### src/rtl/seg_display_ctrl.sv
// rtl/seg_display_ctrl.sv - valid/ready seven-segment controller, hex or double-dabble decimal
// Optional blinking of the whole display is enabled with the SEG_BLINK_EN macro.
module seg_display_ctrl #(
  parameter int N_DIGITS  = 2,
  parameter int DATA_W    = 8,
  parameter int BLINK_DIV = 25_000_000
) (
  input  logic                    CLK,
  input  logic                    RST,
  input  logic                    in_valid,
  output logic                    in_ready,
  input  logic [DATA_W-1:0]       in_data,
  input  logic                    in_dec,
  input  logic                    in_blank_lz,
`ifdef SEG_BLINK_EN
  input  logic                    blink,
`endif
  output logic [8*N_DIGITS-1:0]   HEX,
  output logic                    overflow
);

  localparam int ND   = (3 * DATA_W + 9) / 10 + 1;
  localparam int BW   = 4 * ND;
  localparam int CNTW = $clog2(DATA_W + 1);

  typedef enum logic [1:0] {IDLE, CONV, LOAD} state_t;

  state_t                  state;
  logic [DATA_W-1:0]       data_q;
  logic [BW-1:0]           bcd_q;
  logic [CNTW-1:0]         cnt;
  logic                    dec_q;
  logic                    blank_q;
  logic [8*N_DIGITS-1:0]   disp;

  logic [BW-1:0]           adj;
  logic [BW-1:0]           bcd_shift;
  logic [4*N_DIGITS+DATA_W-1:0] hex_ext;
  logic [4*N_DIGITS+BW-1:0]     bcd_ext;
  logic [N_DIGITS-1:0]     nz;
  logic [8*N_DIGITS-1:0]   disp_next;
  logic                    ovf_next;

  function automatic logic [7:0] glyph(input logic [3:0] d);
    case (d)
      4'h0: glyph = 8'hC0;  4'h1: glyph = 8'hF9;  4'h2: glyph = 8'hA4;  4'h3: glyph = 8'hB0;
      4'h4: glyph = 8'h99;  4'h5: glyph = 8'h92;  4'h6: glyph = 8'h82;  4'h7: glyph = 8'hF8;
      4'h8: glyph = 8'h80;  4'h9: glyph = 8'h90;  4'hA: glyph = 8'h88;  4'hB: glyph = 8'h83;
      4'hC: glyph = 8'hC6;  4'hD: glyph = 8'hA1;  4'hE: glyph = 8'h86;  default: glyph = 8'h8E;
    endcase
  endfunction

  // Double-dabble step: add 3 to every BCD digit >= 5, then shift in the next data MSB.
  for (genvar j = 0; j < ND; j++) begin : g_adj
    assign adj[4*j +: 4] = (bcd_q[4*j +: 4] >= 4'd5) ? bcd_q[4*j +: 4] + 4'd3 : bcd_q[4*j +: 4];
  end
  assign bcd_shift = {adj[BW-2:0], data_q[DATA_W-1]};

  // Zero-padding lets every display digit index both sources even when they are narrower.
  assign hex_ext  = {{(4*N_DIGITS){1'b0}}, data_q};
  assign bcd_ext  = {{(4*N_DIGITS){1'b0}}, bcd_q};
  assign ovf_next = dec_q ? |bcd_ext[4*N_DIGITS +: BW] : |hex_ext[4*N_DIGITS +: DATA_W];

  for (genvar i = 0; i < N_DIGITS; i++) begin : g_dig
    logic [3:0] dig;
    logic       shown;
    assign dig   = dec_q ? bcd_ext[4*i +: 4] : hex_ext[4*i +: 4];
    assign nz[i] = (dig != 4'd0);
    assign shown = (i == 0) || (|nz[N_DIGITS-1:i]) || !blank_q;
    assign disp_next[8*i +: 8] = ovf_next ? 8'hBF : (shown ? glyph(dig) : 8'hFF);
  end

  always_ff @(posedge CLK or posedge RST) begin
    if (RST) begin
      state    <= IDLE;
      in_ready <= 1'b1;
      disp     <= '1;
      overflow <= 1'b0;
      data_q   <= '0;
      bcd_q    <= '0;
      cnt      <= '0;
      dec_q    <= 1'b0;
      blank_q  <= 1'b0;
    end else begin
      case (state)
        IDLE: begin
          if (in_valid) begin
            data_q   <= in_data;
            dec_q    <= in_dec;
            blank_q  <= in_blank_lz;
            bcd_q    <= '0;
            cnt      <= '0;
            in_ready <= 1'b0;
            state    <= in_dec ? CONV : LOAD;
          end
        end
        CONV: begin
          bcd_q  <= bcd_shift;
          data_q <= data_q << 1;
          cnt    <= cnt + 1'b1;
          if (cnt == CNTW'(DATA_W - 1)) state <= LOAD;
        end
        LOAD: begin
          disp     <= disp_next;
          overflow <= ovf_next;
          in_ready <= 1'b1;
          state    <= IDLE;
        end
        default: begin
          state    <= IDLE;
          in_ready <= 1'b1;
        end
      endcase
    end
  end

`ifdef SEG_BLINK_EN
  localparam int BCW = (BLINK_DIV > 1) ? $clog2(BLINK_DIV) : 1;

  logic [BCW-1:0] blink_cnt;
  logic           phase;

  always_ff @(posedge CLK or posedge RST) begin
    if (RST) begin
      blink_cnt <= '0;
      phase     <= 1'b0;
    end else if (blink_cnt == BCW'(BLINK_DIV - 1)) begin
      blink_cnt <= '0;
      phase     <= ~phase;
    end else begin
      blink_cnt <= blink_cnt + 1'b1;
    end
  end

  assign HEX = (blink && phase) ? '1 : disp;
`else
  assign HEX = disp;
`endif

endmodule

### config.mk
export PLATFORM = sky130hd
export DESIGN_NAME = seg_display_ctrl
export DESIGN_NICKNAME = d
export VERILOG_FILES = /design/src/rtl/seg_display_ctrl.sv
export SDC_FILE = /design/constraint.sdc
export NUM_CORES = 1
export LEC_CHECK = 0
export ABC_AREA = 1
export CAP_MARGIN = 20
export CORE_ASPECT_RATIO = 1.75
export CORE_MARGIN = 5
export CORE_UTILIZATION = 57
export DETAILED_ROUTE_END_ITERATION = 8
export PLACE_DENSITY = 0.9
export SLEW_MARGIN = 20
export SYNTH_ARGS = -nofsm -noshare
export SYNTH_HDL_FRONTEND = slang
export SYNTH_SLANG_ARGS = --single-unit
### constraint.sdc
create_clock -name CLK -period 2.2 [get_ports CLK]
set_clock_uncertainty 0.05 [all_clocks]
set_input_delay 0.44 -clock CLK [delete_from_list [all_inputs] [get_ports CLK]]
set_output_delay 0.44 -clock CLK [all_outputs]
set_load 0.01 [all_outputs]
==> impl_metrics.tcl, run 1 <==
set metrics [dict create \
    synth_top_cell_by_area "dfrtp_1" \
    start_util_pct 58.74 \
    gp_congestion 0.8547 \
    ctsHoldBuffers 0 \
    cts_buffer_depth 2 \
    fp.dieH_um 107.3 \
    synth.distinct_cells 29 \
    maxSlewHeadroom_pct 62.14 \
    grt-ovfl-total 0 \
    io-pin-count 31 \
    fmax_ghz 0.5362 \
    rsz0062_at_grt "no" \
    synth_edf_count 0 \
    report.final.slew_viol_count 0 \
    criticalPathCategory "reg2out" \
    wl_mm 6.585 \
    final_cell_mix "nand2_1 (110), nor2_1 (57), inv_1 (42)" \
    drive_gt1_share_pct 11.69 \
    path_delay_family "flip-flops" \
    cellLeakagePower_uw 0.001773 \
    reg2reg_depth 10 \
    syn_area_per_cell_sq_um 7.492 \
    layout.nets 481 \
    clkSlewWorstSetupHoldPaths_ns 0.09 \
    root_buffer "clkbuf_8" \
    io_buffers 28 \
    yosysWarnings 0 \
    fin_crit_sh_pct 84.78 \
    slowest_stage "dfstp_2" \
    setup_viol 0 \
    antenna_found_initial 0 \
    synth_area_sq_um 3087 \
    vias_per_cell 5.524 \
    setup_slack_ns 0.3349 \
    final_common_cell "nand2_1" \
    drtAntennaViolNets 0 \
    min_path_type "in2async" \
    cts_max_level 2 \
    ys_ff_latch 48 \
    vdd_drop_max_mv 1.187 \
    max_slew.worst_pin.slew_ns 0.5673 \
    grt_pass1_vias 2591 \
    ys_top_cells_by_area "dfrtp_1 (27%), nand2_1 (13%), dfstp_2 (13%)" \
    drv_cap 0 \
    cp_cell_sequence "clkdlybuf4s50_1" \
    grt_usage_pct 20.15 \
    vias 2762 \
    die_area_sq_um 7045 \
    hold_viol 0 \
    synth_top_flop_cell "dfrtp_1" \
    grt_pass1_wl_mm 11.32 \
    cp.depth 1 \
    path_buf_inv 1 \
    die_w_um 65.63 \
    cts_tree "done" \
    worst_ep_arrival_time_ns 1.38 \
    drc 0 \
    final.setup.tns_ns 0 \
    syn_to_final_growth_pct 15.32 \
    outcome "complete, no violations" \
    layout_min_cycle_time_ns 1.865 \
    cts_resized 0 \
    preCtsSetupSlack_ns 0.4121 \
    crit_path_start_kind "register" \
    std_cell_rows 35 \
    cp_slowest_stage_delay_ns 0.54 \
    cts_setup_buffers 0 \
    coreArea_sq_um 5255 \
    crit_required_ns 1.71 \
    yosysSeqAreaShare_pct 39.52 \
    cp_max_fo 2 \
    routedWlPerCell_um 13.17 \
    cts_made_buffers 5 \
    utilization_pct 67.74 \
    synthArstFlopShare_pct 100.0 \
    first_pass_iters 4 \
    hpwl_mm 5.044 \
    antennaDiodeCount 0 \
    cp-end-kind "output pin" \
    powerDensity_nw_per_um2 1573 \
    cts.sinks 48 \
    synth_top_area_share_pct 26.75 \
    clk-insertion-delay-late_ns 0.31 \
    grt_start_max_net_pins 30 \
    syn_inst 412 \
    total_power_uw 5600 \
    first_iter_violations 101 \
]
-- worst paths after layout --
path,startpoint,to,slack (ns)
worst max-delay path,in_ready$_DFFE_PP1P_,in_ready,0.33
worst min-delay path,RST,overflow$_DFFE_PP0N_,0.40
worst max register to register,dec_q$_DFFE_PP0P_,HEX[3]$_DFFE_PP1N_,0.39
worst min register to register,HEX[6]$_DFFE_PP1N_,HEX[6]$_DFFE_PP1N_,0.43
max in group asynchronous,RST,HEX[8]$_DFFE_PP1N_,1.14
min in group CLK,HEX[6]$_DFFE_PP1N_,HEX[6]$_DFFE_PP1N_,0.43
-- state kept, by name, summed over array words and instances (netlist names) --
register and count:
data_q 8, HEX 14, in_ready 1, blank_q 1, overflow 1, bcd_q 16
cnt 4, state 2, dec_q 1
-- area by class of cell --
type	count	area [sq um]
multi-input combinational	306	1614
fill	426	1695
clock buffer	5	68.82
sequential	48	1220
clock inverter	3	46.29
inverter	47	176.4
timing repair buffer	36	365.4
tap	55	68.82
-- per-layer routing --
| metal | routed length [um] | track usage, % | up-vias | part of all wire, % |
|---|---|---|---|---|
| met3 | 302 | 3.239 | 16 | 4.6 |
| met1 | 2555 | 22.41 | 1281 | 39 |
| met2 | 3583 | 37.04 | 92 | 54 |
| met5 | 0 | 0 | - | 0 |
| li1 | - | - | 1373 | - |
| met4 | 143 | 7.864 | 0 | 2.2 |
-- cells in the mapped netlist, types with 2 or more instances --
cell,instances
ha_1,24
o21ai_0,25
nand2_2,8
o21ai_1,2
o22ai_1,5
a22oi_1,3
clkbuf_1,2
dfstp_2,15
buf_4,4
inv_2,3
nand2_1,110
a21oi_1,11
nand2_4,6
o32ai_1,2
buf_6,2
nand3b_1,2
inv_1,43
nor2_1,57
o211ai_1,5
nand3_1,39
buf_2,4
dfrtp_1,33
-- power breakdown --
| group | switching [uW] | internal (uW) |
|---|---|---|
| Clock | 316 | 343 |
| Sequential | 283 | 1370 |
| Combinational | 2040 | 1250 |
| Total | 2640 | 2960 |
-- metrics by stage --
stage	cell area, sq um	cells	hold WS, ns
after floorplan	3090	413	0.3934
after global placement	3445	492	0.4095
after detailed placement	3445	492	0.4178
after CTS	3560	500	0.4118
after global routing	3560	500	0.4223
final	3560	500	0.3966
-- kinds of logic after synthesis --
logic type,Yosys count,synth area share (%)
xor gates and xnor gates,1,0.2838
other,1,0.1215
and+or+nand+nor,225,32.02
buffers and inverters,59,8.309
AOI/OAI and AO/OA,53,9.688
DFF,48,39.52
adders and majority gates,24,9.728
muxes,1,0.3243
-- worst reg2reg max path: cells and delay by family, from the launching register on --
| kind | cells | cell delay [ns] |
|---|---|---|
| buf+inv | 2 | 0.33 |
| simple gates | 7 | 0.66 |
| fa+ha+maj | 1 | 0.31 |
| flops | 1 | 0.39 |
(Power assumes the default switching activity.)
==> run 2: changes to the inputs <==
clock period = 1.8 ns   (was 2.2 ns; I/O delays follow)
==> run 2 against run 1 <==
  * Cell count is 1.2% higher
  * Non-clock buffer count increased by 6
  * Power grew 21%
  * Combinational power rose by 23%
  * Register-to-register slack worse by 0.23 ns
  * Critical path type unchanged
  * Largest cell class unchanged
  * Largest power group unchanged
  * Highest routed layer unchanged
==> impl_metrics.tcl, run 2 (synthesis gave the netlist of run 1 again) <==
set metrics [dict create \
    final.setup.tns_ns 0 \
    powerDensity_nw_per_um2 1867 \
    rsz0062_at_grt "no" \
    placed_cell_area_sq_um 3490 \
    cp_slowest_stage_delay_ns 0.54 \
    fmax_ghz 0.5665 \
    start_util_pct 58.74 \
    worst_ep_arrival_time_ns 1.36 \
    crit_path_start_kind "register" \
    vdd_drop_max_mv 1.158 \
    final_common_cell "nand2_1" \
    hold_ws_ns 0.3715 \
    power_frac_seq_pct 29.9 \
    slowest_stage "dfstp_2" \
    fin_crit_sh_pct 98.07 \
    first_pass_iters 4 \
    syn_to_final_growth_pct 17.31 \
    cts_max_level 2 \
    cp_cell_sequence "clkdlybuf4s50_1" \
    coreArea_sq_um 5255 \
    drive_gt1_share_pct 13.30 \
    grt_pass1_wl_mm 11.37 \
    cts_buffer_depth 2 \
    cp_max_fo 2 \
    routedWlPerCell_um 12.96 \
    drc 0 \
    ctsHoldBuffers 0 \
    die_w_um 65.63 \
    vias 2734 \
    p_clk_share_pct 10.2 \
    layout.nets 487 \
    internal_power_uw 3559 \
    largest_reg_flops 16 \
    hold_viol 0 \
    std_cell_rows 35 \
    report.final.slew_viol_count 0 \
    grt-ovfl-total 0 \
    filler_cell_count 414 \
    criticalPathCategory "reg2out" \
    cts_tree "done" \
    final_cell_mix "nand2_1 (109), nor2_1 (57), inv_1 (41)" \
    setup_viol 0 \
    wl_mm 6.558 \
    grt_pass1_vias 2648 \
    hpwl_mm 5.107 \
    outcome "complete, no violations" \
    io_buffers 28 \
    io-pin-count 31 \
    reg2reg_slack_ns 0.16 \
    root_buffer "clkbuf_8" \
    total_power_uw 6759 \
    comb_power_share_pct 59.8 \
    clkSlewWorstSetupHoldPaths_ns 0.09 \
    crit_required_ns 1.39 \
    grt_start_max_net_pins 49 \
    cellLeakagePower_uw 0.001904 \
    drv_cap 0 \
    cts.sinks 48 \
    fp.dieH_um 107.3 \
    grt_usage_pct 20.25 \
    path_buf_inv 1 \
    swShare_pct 47.35 \
    cts_made_buffers 5 \
    cp-end-kind "output pin" \
    clk-insertion-delay-late_ns 0.30 \
    min_path_type "in2async" \
    first_iter_violations 97 \
    antenna_found_initial 0 \
    antennaDiodeCount 0 \
    vias_per_cell 5.403 \
    regMostFlops "bcd_q" \
    path_delay_family "flip-flops" \
    p_switching_uw 3201 \
    gp_congestion 0.8711 \
    die_area_sq_um 7045 \
    fin_area_sq_um 3621 \
    drtAntennaViolNets 0 \
    layout_min_cycle_time_ns 1.765 \
]
run 2: changes by cell type in the layout (fill, tap and decap cells not counted), sizes merged:
cell / delta
clkdlybuf4s50: -13
buf: +6
dlygate4sd2: +1
dlymetal6s2s: +12
clkinvlp: -1
inv: +1
bufinv: -1
clkbuf: +1
run 2: layout make-up:
cell class                 count  area [sq um]  area share, %
inverter                      47         176.4          4.872
timing repair buffer          42         439.2          12.13
multi-input combinational    306          1617          44.64
clock inverter                 2         17.52         0.4838
clock buffer                   6         82.58          2.281
tap                           55         68.82          1.900
sequential                    48          1220          33.69
run 2: per-layer routing:
layer | part of all wire [%] | GRT usage, % | wire [um]
met1 | 38 | 21.52 | 2461
met2 | 55 | 37.40 | 3618
met3 | 4.8 | 3.448 | 313
met4 | 2.5 | 9.496 | 165
met5 | 0 | 0 | 0
run 2: power groups by stage:
stage | Combinational, uW | Clock [uW] | Sequential [uW]
detailed placement | 4030 | 0 | 2050
global route | 4610 | 759 | 2100
floorplan | 2800 | 0 | 2070
finish | 4040 | 692 | 2020
global placement | 3900 | 0 | 2020
CTS | 4060 | 716 | 2030
run 2: stage by stage:
stage               util [%]  setup slack, ns  instances
floorplan                  -           0.1411        413
global placement       66.40           0.1790        498
detailed placement     66.40           0.1289        498
CTS                    68.29          0.01550        506
global route           68.90         0.001360        506
finish                 68.90          0.03467        506
run 2: final timing paths:
check / from / to / depth (start not counted)
min reg2reg: HEX[6]$_DFFE_PP1N_ / HEX[6]$_DFFE_PP1N_ / 2
max: HEX[9]$_DFFE_PP1N_ / HEX[9] / 1
min: RST / bcd_q[0]$_DFFE_PP0P_ / 3
min in group CLK: HEX[6]$_DFFE_PP1N_ / HEX[6]$_DFFE_PP1N_ / 2
max in group asynchronous: RST / HEX[4]$_DFFE_PP1N_ / 3
max reg2reg: dec_q$_DFFE_PP0P_ / HEX[2]$_DFFE_PP1N_ / 10
run 2: worst min-delay path, stage by stage:
cell	delay, ns
clkdlybuf4s50_1	0.42
inv_2	0.08
buf_12	0.25
run 2: timing repair:
| action | in CTS | in global routing |
|---|---|---|
| hold endpoints to repair | 0 | 0 |
| gates cloned | 0 | 0 |
| setup endpoints to repair | 1 | 21 |
| buffers inserted | 0 | 0 |
| resized for setup | 1 | 15 |
